File: config.mk
export PLATFORM = sky130hd
export DESIGN_NAME = mem_stage
export DESIGN_NICKNAME = d
export VERILOG_FILES = /design/src/rtl/mem_stage_pkg.sv /design/src/rtl/mem_load_align.sv /design/src/rtl/mem_stage.sv
export SDC_FILE = /design/constraint.sdc
export NUM_CORES = 1
export LEC_CHECK = 0
export CELL_PAD_IN_SITES_DETAIL_PLACEMENT = 0
export CELL_PAD_IN_SITES_GLOBAL_PLACEMENT = 2
export CORE_MARGIN = 3
export CORE_UTILIZATION = 25
export CTS_CLUSTER_SIZE = 10
export DETAILED_ROUTE_END_ITERATION = 10
export PLACE_DENSITY_LB_ADDON = 0.1
export SLEW_MARGIN = 20
export SYNTH_ARGS = -nofsm -noshare
export SYNTH_HDL_FRONTEND = slang
export SYNTH_SLANG_ARGS = --single-unit
File: constraint.sdc
create_clock -name clk -period 7.8 [get_ports clk]
set_input_delay 1.56 -clock clk [delete_from_list [all_inputs] [get_ports clk]]
set_output_delay 1.56 -clock clk [all_outputs]
set_load 0.02 [all_outputs]
File: src/rtl/mem_stage_pkg.sv
// rtl/mem_stage_pkg.sv - shared bus widths, field offsets and load-op encodings for the MEM stage
package mem_stage_pkg;

    localparam int ES_MS_BUS_W = 213;
    localparam int MS_WS_BUS_W = 180;
    localparam int EXC_W       = 16;
    localparam int CSR_W       = 94;
    localparam int LD_OP_W     = 5;

    // es_to_ms_bus layout (LSB first)
    localparam int ES_PC_LSB       = 0;
    localparam int ES_RESULT_LSB   = 32;
    localparam int ES_DEST_LSB     = 64;
    localparam int ES_GR_WE        = 69;
    localparam int ES_RES_FROM_MEM = 70;
    localparam int ES_LD_OP_LSB    = 71;
    localparam int ES_IS_REQ       = 76;
    localparam int ES_ERTN         = 77;
    localparam int ES_EXC_LSB      = 78;
    localparam int ES_CSR_LSB      = 94;
    localparam int ES_RSVD_LSB     = 188;

    // ms_to_ws_bus layout (LSB first)
    localparam int MS_PC_LSB     = 0;
    localparam int MS_RESULT_LSB = 32;
    localparam int MS_DEST_LSB   = 64;
    localparam int MS_GR_WE      = 69;
    localparam int MS_CSR_LSB    = 70;
    localparam int MS_EXC_LSB    = 164;

    // ld_op bit positions
    localparam int LD_B  = 0;
    localparam int LD_BU = 1;
    localparam int LD_H  = 2;
    localparam int LD_HU = 3;
    localparam int LD_W  = 4;

    localparam int EXC_ALE = 9;

endpackage

File: src/rtl/mem_load_align.sv
// rtl/mem_load_align.sv - extracts and extends load data by op and low address bits
module mem_load_align
    import mem_stage_pkg::*;
(
    input  logic [LD_OP_W-1:0] ld_op,
    input  logic [1:0]         addr,
    input  logic [31:0]        rdata,
    output logic [31:0]        data
);

    logic [7:0]  byte_sel;
    logic [15:0] half_sel;

    always_comb begin
        case (addr)
            2'd0:    byte_sel = rdata[7:0];
            2'd1:    byte_sel = rdata[15:8];
            2'd2:    byte_sel = rdata[23:16];
            default: byte_sel = rdata[31:24];
        endcase
        half_sel = addr[1] ? rdata[31:16] : rdata[15:0];
    end

    always_comb begin
        data = 32'h0;
        if (ld_op[LD_W])
            data = rdata;
        else if (ld_op[LD_B])
            data = {{24{byte_sel[7]}}, byte_sel};
        else if (ld_op[LD_BU])
            data = {24'h0, byte_sel};
        else if (ld_op[LD_H])
            data = {{16{half_sel[15]}}, half_sel};
        else if (ld_op[LD_HU])
            data = {16'h0, half_sel};
    end

endmodule

File: src/rtl/mem_stage.sv
// rtl/mem_stage.sv - MEM pipeline stage: load response handling, flush cancel and WB/bypass buses
module mem_stage
    import mem_stage_pkg::*;
#(
    parameter int ES_MS_W = ES_MS_BUS_W,
    parameter int MS_WS_W = MS_WS_BUS_W
) (
    input  logic               clk,
    input  logic               resetn,
    input  logic               ws_allowin,
    output logic               ms_allowin,
    input  logic               es_to_ms_valid,
    input  logic [ES_MS_W-1:0] es_to_ms_bus,
    output logic               ms_to_ws_valid,
    output logic [MS_WS_W-1:0] ms_to_ws_bus,
    input  logic               data_sram_data_ok,
    input  logic [31:0]        data_sram_rdata,
    input  logic               wb_ex,
    input  logic               wb_ertn,
    output logic               mem_ex,
    output logic               mem_ertn,
    output logic [38:0]        ms_fwd_bus
);

    logic [ES_MS_W-1:0] payload;
    logic               ms_valid;
    logic               cancel;
    logic               data_ok_seen;
    logic [31:0]        rdata_buf;
    logic               ms_ready_go;
    logic               flush;

    logic [31:0]        pc;
    logic [31:0]        result;
    logic [4:0]         dest;
    logic               gr_we;
    logic               res_from_mem;
    logic [LD_OP_W-1:0] ld_op;
    logic               is_req;
    logic               ertn;
    logic [EXC_W-1:0]   exc;
    logic [CSR_W-1:0]   csr;
    logic [ES_MS_W-ES_RSVD_LSB-1:0] unused_rsvd;

    logic [31:0]        load_src;
    logic [31:0]        load_data;
    logic [31:0]        final_result;
    logic               ws_gr_we;

    assign pc           = payload[ES_PC_LSB +: 32];
    assign result       = payload[ES_RESULT_LSB +: 32];
    assign dest         = payload[ES_DEST_LSB +: 5];
    assign gr_we        = payload[ES_GR_WE];
    assign res_from_mem = payload[ES_RES_FROM_MEM];
    assign ld_op        = payload[ES_LD_OP_LSB +: LD_OP_W];
    assign is_req       = payload[ES_IS_REQ];
    assign ertn         = payload[ES_ERTN];
    assign exc          = payload[ES_EXC_LSB +: EXC_W];
    assign csr          = payload[ES_CSR_LSB +: CSR_W];
    assign unused_rsvd  = payload[ES_MS_W-1:ES_RSVD_LSB];

    assign flush          = wb_ex | wb_ertn;
    assign ms_ready_go    = !cancel && (!is_req || data_ok_seen || data_sram_data_ok);
    assign ms_allowin     = !ms_valid || (ms_ready_go && ws_allowin);
    assign ms_to_ws_valid = ms_valid && ms_ready_go;

    // Payload holds no reset: ms_valid alone qualifies its contents.
    always_ff @(posedge clk) begin
        if (es_to_ms_valid && ms_allowin)
            payload <= es_to_ms_bus;
    end

    always_ff @(posedge clk) begin
        if (!resetn)
            ms_valid <= 1'b0;
        else if (flush)
            ms_valid <= 1'b0;
        else if (ms_allowin)
            ms_valid <= es_to_ms_valid;
    end

    // A flushed load still has its response in flight; swallow it when it returns.
    always_ff @(posedge clk) begin
        if (!resetn)
            cancel <= 1'b0;
        else if (cancel) begin
            if (data_sram_data_ok)
                cancel <= 1'b0;
        end else if (flush && ms_valid && is_req && !data_ok_seen && !data_sram_data_ok)
            cancel <= 1'b1;
    end

    always_ff @(posedge clk) begin
        if (!resetn) begin
            data_ok_seen <= 1'b0;
            rdata_buf    <= 32'h0;
        end else if (flush || (ms_to_ws_valid && ws_allowin)) begin
            data_ok_seen <= 1'b0;
        end else if (ms_valid && is_req && !cancel && data_sram_data_ok && !ws_allowin) begin
            data_ok_seen <= 1'b1;
            rdata_buf    <= data_sram_rdata;
        end
    end

    assign load_src = data_ok_seen ? rdata_buf : data_sram_rdata;

    mem_load_align u_load_align (
        .ld_op (ld_op),
        .addr  (result[1:0]),
        .rdata (load_src),
        .data  (load_data)
    );

    assign final_result = res_from_mem ? load_data : result;
    assign ws_gr_we     = gr_we && !(|exc);

    assign ms_to_ws_bus = {exc, csr, ws_gr_we, dest, final_result, pc};

    assign mem_ex   = ms_valid && (|exc);
    assign mem_ertn = ms_valid && ertn;

    assign ms_fwd_bus = {ms_valid && gr_we,
                         ms_valid && res_from_mem && !ms_ready_go,
                         dest, final_result};

endmodule

======== Word level (Yosys, flattened, before mapping) ========
Index checks and enable logic that the tools add are counted.
operators by class
  bitwise operators ....................... 3
  mux-type cells .......................... 12
  equal/unequal tests ..................... 2
  reduce and logical (&&, ||, !) cells .... 36
operator list
  kind                                                             count
  32-bit two-way mux                                               6
  16-bit two-way mux                                               2
  8-bit one-hot mux with 3 select lines                            1
  1-bit logical AND                                                19
  16-bit OR reduction                                              1
  1-bit logical NOT                                                8
  1-bit logical OR                                                 4
  2-bit OR reduction                                               2
  1-bit two-way mux                                                3
  2-bit by 1-bit == test with 1-bit output, second input constant  1
  2-bit == test, second input constant                             1
  2-bit logical NOT                                                1
  1-bit inverter                                                   2
  2-bit AND reduction                                              1
  1-bit OR                                                         1
storage, ports and cells
  output and inout bits ................... 223
  bits in registers ....................... 223
  logic and storage cells ................. 58
  input port bits ......................... 252

======== Logic depth before layout (Yosys ltp) ========
  word-level depth ........................ 9
  depth in mapped cells ................... 8
  mapped depth without buffers ............ 4

======== Cells and area by module ========
Synthesis repeated with hierarchy kept, for this count alone.
second synthesis, totals
  cells, all modules ...................... 705
  area total of the unflattened synthesis .. 9980.8 µm²
by module, submodules not included
  module          area an instance (µm²)  times used  cells an instance  sequential area each (µm²)
  mem_stage       9305.2                  1           617                6346.1
  mem_load_align  675.6                   1           88                 0.0

======== Least setup slack after synthesis ========
OpenSTA, ideal clock, no wires.
  path kind ............................... input to register
  from .................................... in data_sram_data_ok
  to ...................................... reg payload[0] (enable)
  data required time ...................... 7228 ps
  path buffers ............................ 0
  setup time .............................. 572 ps
  slack ................................... 873 ps
  stages .................................. 4
  arrival time ............................ 6355 ps
  path through ............................ nor2_1 > a21oi_1 > a21bo_2 > and2_1
between the ends
  longest elaborated chain between the ends .. 5
RTL lines
  what                  RTL line         RTL
  start, declared       mem_stage.sv:16  input logic data_sram_data_ok,
  1-bit logical OR      mem_stage.sv:63  assign ms_ready_go = !cancel && (!is_req || data_ok_seen || data_sram_data_ok);
  1-bit logical AND     mem_stage.sv:63
  1-bit logical AND     mem_stage.sv:64  assign ms_allowin = !ms_valid || (ms_ready_go && ws_allowin);
  1-bit logical OR      mem_stage.sv:64
  net ms_allowin        mem_stage.sv:11  output logic ms_allowin,
  1-bit logical AND     mem_stage.sv:69  if (es_to_ms_valid && ms_allowin)
  end signal, assigned  mem_stage.sv:70  payload <= es_to_ms_bus;
  end, declared         mem_stage.sv:25  logic [ES_MS_W-1:0] payload;
The timed path passes the listed nets, and every way through them passes these cells.
A chain may end at the register's enable or synchronous reset.

======== Final worst setup path ========
  from .................................... in data_sram_rdata[23]
  to ...................................... out ms_fwd_bus[16]
between the ends
  longest elaborated chain between the ends .. 5
RTL lines
  what                                   RTL line              RTL
  start, declared                        mem_stage.sv:17       input logic [31:0] data_sram_rdata,
  32-bit two-way mux                     mem_stage.sv:105      assign load_src = data_ok_seen ? rdata_buf : data_sram_rdata;
  8-bit one-hot mux with 3 select lines  mem_load_align.sv:15  case (addr)
  32-bit two-way mux                     mem_load_align.sv:28  else if (ld_op[LD_B])
  32-bit two-way mux                     mem_load_align.sv:26  if (ld_op[LD_W])
  32-bit two-way mux                     mem_stage.sv:114      assign final_result = res_from_mem ? load_data : result;
  end, declared                          mem_stage.sv:22       output logic [38:0] ms_fwd_bus
Every way passes these cells.

==> impl_metrics.toml <==
[synth]
ys_seq_area_share_pct = 65.23
yosysWarnings = 0
synth-seq-cells = 223
syn_avg_cell_area_um2 = 13.49
syn-num-nets = 973
synth_cell_types = 35
synth_cells = 721
syn-cell-area_um2 = 9729

[worst_setup_path]
path_delay_family = "buffers and inverters"
cp_num_buf_inv = 3
cp.arrival_ns = 4.86
startpoint_type = "input port"
cp.required_ns = 6.24
cp_slowest_stage_delay_ns = 0.80
cp_max_fo = 11
end_kind = "primary output"
cp_cell_sequence = "clkdlybuf4s50_1 -> mux4_2 -> a221oi_4 -> and2_1 -> buf_4 -> nor2_1 -> clkdlybuf4s50_1"
crit_type = "input port to primary output"
slowest_stage = "and2_1"
startpoint = "data_sram_rdata[23]"
r2r_start = "data_ok_seen"
path_common_cell = "clkdlybuf4s50_1"

[routing]
wirelength_met1_mm = 13.13
avgViaCountPerCell = 4.104
maxUsedRoutingLayer = "met5"
wl_mm = 33.66
drtIter0Drc = 288
post-route-drc-count = 0
avgRoutedWirePerCell_um = 21.93
wl_met2_mm = 16.54
vias = 6300
first_pass_iters = 4
drtAntennaViolNets = 0
met3_length_mm = 3.166

[die]
fp-row-count = 71
die_area_um2 = 41320
die_w_um = 203.3
start_util_pct = 25.59
die_h_um = 203.3
io_pins = 475
core_area_um2 = 38020

[timing]
tightest_slew_ns = 1.023
final.min_clock_period_ns = 6.422
setup_viol = 0
hold_viol_final = 0
fin_setup_tns_ns = 0
period_share_pct = 82.33
finalMaxSlewViolations = 0
finClkSkew_ns = 0.01760
max_slew_margin_pct = 31.81
rsz0062_at_grt = "no"
fmax_mhz = 155.7

[layout]
syn_to_final_growth_pct = 47.26
multi_input_area_um2 = 1876
design.final.nets = 1252
fin_util_pct = 37.68
nFillCells = 3729
drive_gt1_share_pct = 8.113
seq_area_um2 = 6347

[global_routing]
overflow = 0
grt_pass1_vias = 6829
antenna_found_initial = 3
grt_pass1_wl_mm = 47.84
grt_max_degree = 124
grt_usage_pct = 15.71

[clocking]
post-cts-setup-buffers = 0
clk_pin_slew_ns = 0.06
clockBufferDepth = 3
hold_buffers = 0
tritoncts = "built"
clockRootBuffer = "clkbuf_16"
numCtsBuffers = 29
cts_max_level = 1
clock_latency_ns = 0.56
cts_sinks = 223
cts_resized = 0

[place]
place_congestion = 0.7442
dp_hpwl_mm = 24.85
io_buffers = 449

[worst_hold_path]
hold_start = "rdata_buf[20]"
hold_path.class = "flop to flop"

[job]
cap_violations = 0

[power]
p_leak_nw = 4.904
p_total_mw = 3.135
vdd_drop_max_uv = 148.3
p_per_area_nw_per_um2 = 218.8

[outcome]
outcome = "complete, no violations"
-- Yosys cell counts, drive strengths merged --
cell type  instances  area [um2]
and2               7       43.79
nor3               2       10.01
a211o              7       61.31
nor4               5       31.28
o22ai             30       187.7
nand2b             1       6.260
a221oi             1       26.28
edfxtp           188        5645
mux4              11       247.7
clkbuf            16       60.06
mux2i              9       90.09
mux2              24       270.3
nand2             82       307.8
o21ai              2       10.00
or4b               1       10.01
a21boi            32       240.2
nand3              3       15.01
o31ai              1       7.510
buf              194        1441
nor2              38       142.6
a21oi             21       105.1
nor4b              1       8.760
o21a               1       7.510
nand4              1       6.260
nor3b              1       7.510
inv                4       15.01
o21bai             1       7.510
nor2b              1       6.260
a21bo              1       10.01
dfxtp             35       700.7
-- sequential cells by signal (all words and copies together) (netlist names) --
register and cells:
ms_valid 1, cancel 1, payload 188, rdata_buf 32, data_ok_seen 1
-- worst paths after layout --
check / endpoint / slack, ns / depth (start not counted)
worst max-delay path: ms_fwd_bus[16] / 1.38 / 7
worst min-delay path: rdata_buf[20] / 0.45 / 2
worst max register to register: payload[59] / 4.34 / 6
worst min register to register: rdata_buf[20] / 0.45 / 2
-- through the flow --
step / cell area [um2] / instances / setup WS [ns] / hold slack, ns
after floorplan: 9729 / 721 / 0.8725 / 0.4316
after global placement: 13450 / 1480 / 1.287 / 0.4380
after detailed placement: 13450 / 1480 / 1.305 / 0.4413
after CTS: 14330 / 1534 / 1.301 / 0.4502
after global routing: 14330 / 1534 / 1.218 / 0.4717
final: 14330 / 1535 / 1.378 / 0.4503
-- layout make-up --
type,count,area share [%]
flip-flops and latches,223,44.30
repair buffers,458,31.93
multi-input cells,284,13.09
clock buffers,47,5.606
well taps,511,4.462
clock inverters,7,0.4890
inverters,4,0.1048
diodes,1,0.01747
-- cells in the final DEF (no fill, tap or decap), types with 6 or more instances in the layout --
master and instances:
a21boi_0 26, dfxtp_1 34, mux2i_1 9, clkdlybuf4s50_1 449, nor2_1 38, clkbuf_1 17
mux4_2 11, a21oi_1 21, o22ai_1 30, a21boi_1 6, nand2_1 82, clkbuf_16 29
mux2_2 24, edfxtp_1 188, buf_4 8, a211o_1 7, and2_1 6
-- per-layer routing --
layer	up-vias	global-route usage (%)
li1	2973	-
met1	3005	18.42
met2	272	26.90
met3	46	6.496
met4	4	3.712
met5	-	0
-- report_power, final --
group,leakage (nW),switching [mW],internal [mW]
sequential,2.12,0.0204,1.36
clock,0.419,0.514,0.734
combinational,2.37,0.242,0.263
total,4.90,0.777,2.36
-- logic make-up after synthesis --
kind of cell	share of synthesized area, %
compound gates	6.816
simple gates	6.122
buf+inv	15.59
flops	65.23
mux	6.250
-- worst min-delay path, stage by stage (launching register included) --
cell	delay, ns
dfxtp_1	0.30
nand2_1	0.05
a21boi_1	0.05
Note: power is estimated with default switching activity, not from simulation.
